`src/rtl/alu_mul_sequencer.sv`:
```
// Multi-cycle shift-add multiply sequencer beside the EX-stage ALU.
// Owns ALUCtrl 3'b100 operations, stalls upstream for WIDTH+1 cycles, then pulses done_o.
module alu_mul_sequencer #(
    parameter int WIDTH = 32
) (
    input  logic             clk_i,
    input  logic             rst_i,
    input  logic             valid_i,
    input  logic [2:0]       ALUCtrl_i,
    input  logic [WIDTH-1:0] data1_i,
    input  logic [WIDTH-1:0] data2_i,
    output logic             stall_o,
    output logic             done_o,
    output logic [WIDTH-1:0] result_o
);
    localparam int               CNT_W    = $clog2(WIDTH + 1);
    localparam logic [2:0]       OP_MUL   = 3'b100;
    localparam logic [CNT_W-1:0] LAST_CNT = CNT_W'(WIDTH - 1);

    typedef enum logic [1:0] {IDLE, RUN, DONE} state_e;

    state_e           state_q, state_d;
    logic [WIDTH-1:0] mcand_q, mcand_d;
    logic [WIDTH-1:0] mplier_q, mplier_d;
    logic [WIDTH-1:0] acc_q, acc_d;
    logic [WIDTH-1:0] result_q, result_d;
    logic [CNT_W-1:0] cnt_q, cnt_d;
    logic             mul_req;

    assign mul_req = valid_i && (ALUCtrl_i == OP_MUL);

    always_ff @(posedge clk_i) begin
        if (rst_i) begin
            state_q  <= IDLE;
            mcand_q  <= '0;
            mplier_q <= '0;
            acc_q    <= '0;
            cnt_q    <= '0;
            result_q <= '0;
        end else begin
            state_q  <= state_d;
            mcand_q  <= mcand_d;
            mplier_q <= mplier_d;
            acc_q    <= acc_d;
            cnt_q    <= cnt_d;
            result_q <= result_d;
        end
    end

    always_comb begin
        state_d  = state_q;
        mcand_d  = mcand_q;
        mplier_d = mplier_q;
        acc_d    = acc_q;
        cnt_d    = cnt_q;
        result_d = result_q;
        case (state_q)
            IDLE: begin
                if (mul_req) begin
                    mcand_d  = data1_i;
                    mplier_d = data2_i;
                    acc_d    = '0;
                    cnt_d    = '0;
                    state_d  = RUN;
                end
            end
            RUN: begin
                if (mplier_q[0]) begin
                    acc_d = acc_q + mcand_q;
                end
                mcand_d  = mcand_q << 1;
                mplier_d = mplier_q >> 1;
                cnt_d    = cnt_q + CNT_W'(1);
                // Capture the accumulator including this final partial product.
                if (cnt_q == LAST_CNT) begin
                    state_d  = DONE;
                    result_d = acc_d;
                end
            end
            // The completed instruction is still on the inputs here; never re-accept it.
            DONE:    state_d = IDLE;
            default: state_d = IDLE;
        endcase
    end

    assign stall_o  = !rst_i && (((state_q == IDLE) && mul_req) || (state_q == RUN));
    assign done_o   = !rst_i && (state_q == DONE);
    assign result_o = result_q;

endmodule
```
`config.mk`:
```
export PLATFORM = sky130hd
export DESIGN_NAME = alu_mul_sequencer
export DESIGN_NICKNAME = d
export VERILOG_FILES = /design/src/rtl/alu_mul_sequencer.sv
export SDC_FILE = /design/constraint.sdc
export NUM_CORES = 1
export LEC_CHECK = 0
export BUFFER_PORTS_ARGS = -buffer_cell sky130_fd_sc_hd__buf_4
export CORE_MARGIN = 2
export CORE_UTILIZATION = 55
export CTS_BUF_LIST = sky130_fd_sc_hd__clkbuf_4 sky130_fd_sc_hd__clkbuf_8 sky130_fd_sc_hd__clkbuf_16
export DETAILED_ROUTE_END_ITERATION = 8
export GPL_ROUTABILITY_DRIVEN = 0
export MAX_ROUTING_LAYER = met4
export PLACE_DENSITY = 0.83
export SLEW_MARGIN = 30
export SYNTH_ARGS = -nofsm -noshare
export SYNTH_HDL_FRONTEND = slang
export SYNTH_SLANG_ARGS = --single-unit
```
`constraint.sdc`:
```
create_clock -name clk_i -period 3.4 [get_ports clk_i]
set_input_delay 0.17 -clock clk_i [delete_from_list [all_inputs] [get_ports clk_i]]
set_output_delay 0.17 -clock clk_i [all_outputs]
set_load 0.005 [all_outputs]
```
Yosys cells after proc, flatten, opt, wreduce, memory -nomap -nowiden
Index checks and enable logic that the tools add are counted.
Widths: inputs -> output; s select.
{"block": "word_totals", "regBits": 136, "out_inout_bits": 34}
{"block": "classes", "n_addsub": 2, "n_eq_ne": 6, "n_mux": 12, "n_reduce_logical": 11}
{"cell": "$pmux 32 s2", "n": 3}
{"cell": "$mux 32", "n": 4}
{"cell": "$add 32x32->32", "n": 1}
{"cell": "$pmux 6 s2", "n": 1}
{"cell": "$add 6x1->6 const B", "n": 1}
{"cell": "$eq 6x5->1 const B", "n": 1}
{"cell": "$mux 6", "n": 1}
{"cell": "$reduce_and 2->1", "n": 3}
{"cell": "$logic_and 1x1->1", "n": 4}
{"cell": "$mux 2", "n": 2}
{"cell": "$ne 2x2->1 const B", "n": 2}
{"cell": "$pmux 2 s2", "n": 1}
{"cell": "$eq 3x3->1 const B", "n": 1}
{"cell": "$eq 2x1->1 const B", "n": 1}
{"cell": "$eq 2x2->1 const B", "n": 1}
{"cell": "$logic_not 2->1", "n": 1}
{"cell": "$reduce_bool 2->1", "n": 1}
{"cell": "$logic_not 1->1", "n": 1}
{"cell": "$logic_or 1x1->1", "n": 1}

Depth between registers and ports, before layout
{"block": "depth", "word_depth": 5, "depth_mapped": 12, "depth_no_buf": 12}

Worst setup path after synthesis
No wires, ideal clock.
{"block": "synth_path", "kind": "register -> register", "from": "register mcand_q[0]", "to": "register acc_q[30]", "arrival_ps": 2743, "required_time_ps": 3283, "slack_ps": 541, "path_stages_with_launch": 13, "path_buffers": 0, "path_cell_list": "dfxtp_1 -> ha_1 -> fa_1 -> a211oi_1 -> nor2_1 -> o21ai_2 -> nand2_4 -> a21oi_4 -> nor4b_1 -> or4b_1 -> a31oi_1 -> xnor2_1 -> a22o_1"}
{"block": "synth_between", "elab_chain_len": 3}
{"item": "start: declaration", "line_no": "23", "text": "logic [WIDTH-1:0] mcand_q, mcand_d;"}
{"item": "start signal: assignment", "line_no": "42", "text": "mcand_q <= mcand_d;"}
{"item": "$add 32x32->32", "line_no": "69", "text": "acc_d = acc_q + mcand_q;"}
{"item": "$mux 32", "line_no": "68", "text": "if (mplier_q[0]) begin"}
{"item": "$pmux 32 s2", "line_no": "57", "text": "case (state_q)"}
{"item": "end signal: assignment", "line_no": "37", "text": "acc_q <= '0;"}
{"item": "end signal: assignment", "line_no": "44", "text": "acc_q <= acc_d;"}
{"item": "end: declaration", "line_no": "25", "text": "logic [WIDTH-1:0] acc_q, acc_d;"}
No other way between the ends.
A chain may end at the register's enable or synchronous reset.

Worst setup path in the final report
Same ends and word-level chain as after synthesis.

==> summary.txt <==
Global routing
  – GR Overflow Total: 0
  – Peak-usage layer in the global routing report: met2
  – Initial antenna violation count: 0
  – Met2 Usage GRT: 44.3%
  – GRT Overall Usage: 27.8%
  – Vias in the first global route: 6509
  – Grt met1 use: between 30% and 40%
  – Global-route wire length before repair: 31000 µm
  – Largest net degree at the start of global routing: between 60 and 70
  – Routing usage on met3: under 10%

Setup path
  – CP Launch Type: flop
  – R2R cell count: 12
  – Critical path class: flop to flop
  – Crit path capture type: flop
  – CP Cell Sequence: ha_1 -> fa_1 -> a211oi_1 -> nor2_1 -> o21ai_2 -> nand2_4 -> a21oi_4 -> nor4b_1 -> or4b_1 -> a31oi_1 -> xnor2_1 -> a22o_1
  – Buf+Inv Stages, Crit Path: 0
  – Worst Setup SP: mcand_q[0]
  – Worst path slowest cell: or4b_1
  – Crit path largest cell delay: around 0.47 ns
  – Critical R2R Launch: mcand_q[0]
  – CP arrival: 3.45 ns
  – Crit-path max FO: 3
  – CP top delay family: compound AO/OA/AOI/OAI gates
  – Req. time, crit path: approximately 3.7 ns
  – Crit path depth: 12

Timing
  – Worst Slack Setup Final: between 0.2 and 0.3 ns
  – Slew Viols, Final: 0
  – Worst Max-Slew Pin Slew: 0.887 ns
  – RSZ-0062 raised after global routing: no
  – Max-slew headroom: 40.8%
  – Setup TNS Final: 0 ns
  – Final cycle utilization of the critical path: 92.0%
  – Clock Skew: 0.00587 ns
  – Max Fclk: 320 MHz
  – Final min period: between 3 and 4 ns
  – Final Hold Fails: 0
  – Final setup vio count: 0

Flow run
  – Max Cap Viol: 0

Detailed routing
  – Initial DRC Count: between 500 and 600
  – Final ANT Viol Nets: 0
  – Drt drc: 0
  – Total wire length: approximately 19000 µm
  – Drt wl/cell: roughly 16 µm
  – Routed via count: between 6000 and 7000
  – Pre-antenna DRT Iters: 5
  – Vias per cell: between 5 and 6

Clock network
  – Worst-skew pair later-pin latency: 0.43 ns
  – Root Buffer: clkbuf_16
  – CTS clk-pin slew, worst paths: 0.06 ns
  – CTS tree: done
  – Clock sink total: 136
  – Inserted Clock Buffers: 17
  – H-tree Lvls: 4
  – CTS Buffer Depth: 2
  – Post-CTS Setup Bufs: 0

Logic synthesis
  – Sequential-to-total area share from yosys stat: a little under two fifths
  – Most numerous cell in the Yosys netlist: nor2_1
  – Post-Syn Nets: ~1000
  – Async SR Flop Fraction: 0%
  – Top cell type by total area after synthesis: dfxtp_1
  – Most common library cells after synthesis: nor2_1 (197), dfxtp_1 (136), a21oi_1 (65)
  – Netlist cell types: 52
  – Most used DFF post-synth: dfxtp_1
  – #FFs+latches synth: between 100 and 150
  – Top area cells in the synthesized netlist: dfxtp_1 (38%), nor2_1 (10%), ha_1 (5.6%)
  – Syn Inst Count: 909
  – Ys Warns: 0
  – EDFF count, synth: 0
  – Post-Syn Area: around 0.007 mm²
  – Syn Area/Cell: slightly below 8 µm²
  – Share of the synthesized area in the top cell type: a little under two fifths

Floorplan
  – Num rows: slightly above 40
  – Die Width: 118 µm
  – Core area: approximately 0.013 mm²
  – Die area: 0.0138 mm²
  – Initial Util: a little under three fifths
  – Die Y: between 100 and 150 µm
  – # IOs: roughly 100

Layout
  – Layout cell share with drive strength beyond 1: around 16%
  – Ant diodes: 0
  – Nets@finish: around 1100
  – Non-filler cells, final: 1167
  – Filler cells: about 1100
  – Finished Core Util: between 60% and 70%
  – Synth-to-layout area growth: 22.0%

Power and ir drop
  – P per Cell Area: about 470 mW/mm²
  – Power, Total: around 4.1 mW
  – Leakage power figure: between 3 and 4 nW
  – Peak VDD IR: about 0.39 mV

Hold path
  – Hold wc startpoint: data1_i[5]
  – HP Class: primary input to flop
  – Min-Delay Path Depth: 3

Placed design
  – Dpl ws: ~0.32 ns
  – Placed Cells: approximately 1100
  – DP HPWL: approximately 12000 µm
  – # port buffers: between 100 and 150

Run status
  – Outcome: complete, no violations
-- per-layer routing --
layer  part of all wire, %  routed length (µm)
met5                     0                   0
met4                   2.7                 495
met3                   6.2                1150
met2                    47                8660
met1                    44                8210
-- kinds of logic after synthesis --
family,synth area share [%]
AND/OR/NAND/NOR,23.8
AO/OA/AOI/OAI,21.6
flip-flops,38.3
buffers and inverters,3.77
adder cells (fa/ha/maj),5.92
XOR/XNOR,3.33
multiplexers,3.28
-- repair_timing --
item | 4_1_cts | 5_1_grt
endpoints found under the setup margin | 0 | 1
gates resized for setup | 0 | 1
hold buffers | 2 | 0
endpoints found under the hold margin | 2 | 0
-- cell usage in the layout, fill, tap and decap left out, drive strengths merged, types with 28 or more instances in the layout --
| cell | count |
|---|---|
| buf | 115 |
| dfxtp | 136 |
| nand2 | 65 |
| nor2 | 197 |
| a21oi | 67 |
| ha | 32 |
| o21ai | 46 |
| nand3 | 28 |
| a211oi | 28 |
| nor3 | 43 |
-- final cells by class --
type                       count  area [µm²]  area share, %
clock buffer                  20         467           5.38
clock inverter                12         220           2.54
inverter                       8        30.0          0.346
multi-input combinational    702        4130           47.6
sequential                   136        2720           31.4
tap                          172         215           2.48
timing repair buffer         117         883           10.2
-- worst reg2reg max path: cells and delay by family, from the launching register on --
kind	cells	cell delay, ns
AO/OA/AOI/OAI	5	1.13
AND/OR/NAND/NOR	4	0.80
adder cells (fa/ha/maj)	2	0.66
flip-flops	1	0.33
XOR/XNOR	1	0.11
-- report_power, final --
group	internal [mW]	switching (mW)	leakage, nW	total, mW
Clock	1.43	0.702	0.336	2.13
Sequential	1.63	0.0369	1.10	1.67
Combinational	0.126	0.164	2.22	0.290
-- sequential cells by signal, indices dropped and copies added (netlist names) --
| name | cells |
|---|---|
| acc_q | 32 |
| mcand_q | 32 |
| mplier_q | 32 |
| result_o | 32 |
| cnt_q | 6 |
| state_q | 2 |
-- metrics by stage --
| stage | cell area, µm² | hold slack (ns) |
|---|---|---|
| after detailed placement | 7960 | 0.443 |
| after global routing | 8670 | 0.0224 |
| after floorplan | 7110 | 0.306 |
| after global placement | 7960 | 0.427 |
| final | 8670 | 0.0167 |
| after CTS | 8670 | 0.0104 |
-- final timing paths --
kind              slack [ns]            to
setup / recovery        0.27     acc_q[30]
hold / removal          0.02    mcand_q[5]
setup reg to reg        0.27     acc_q[30]
hold reg to reg         0.45  mplier_q[24]
Note: power is estimated with default switching activity, not from simulation.
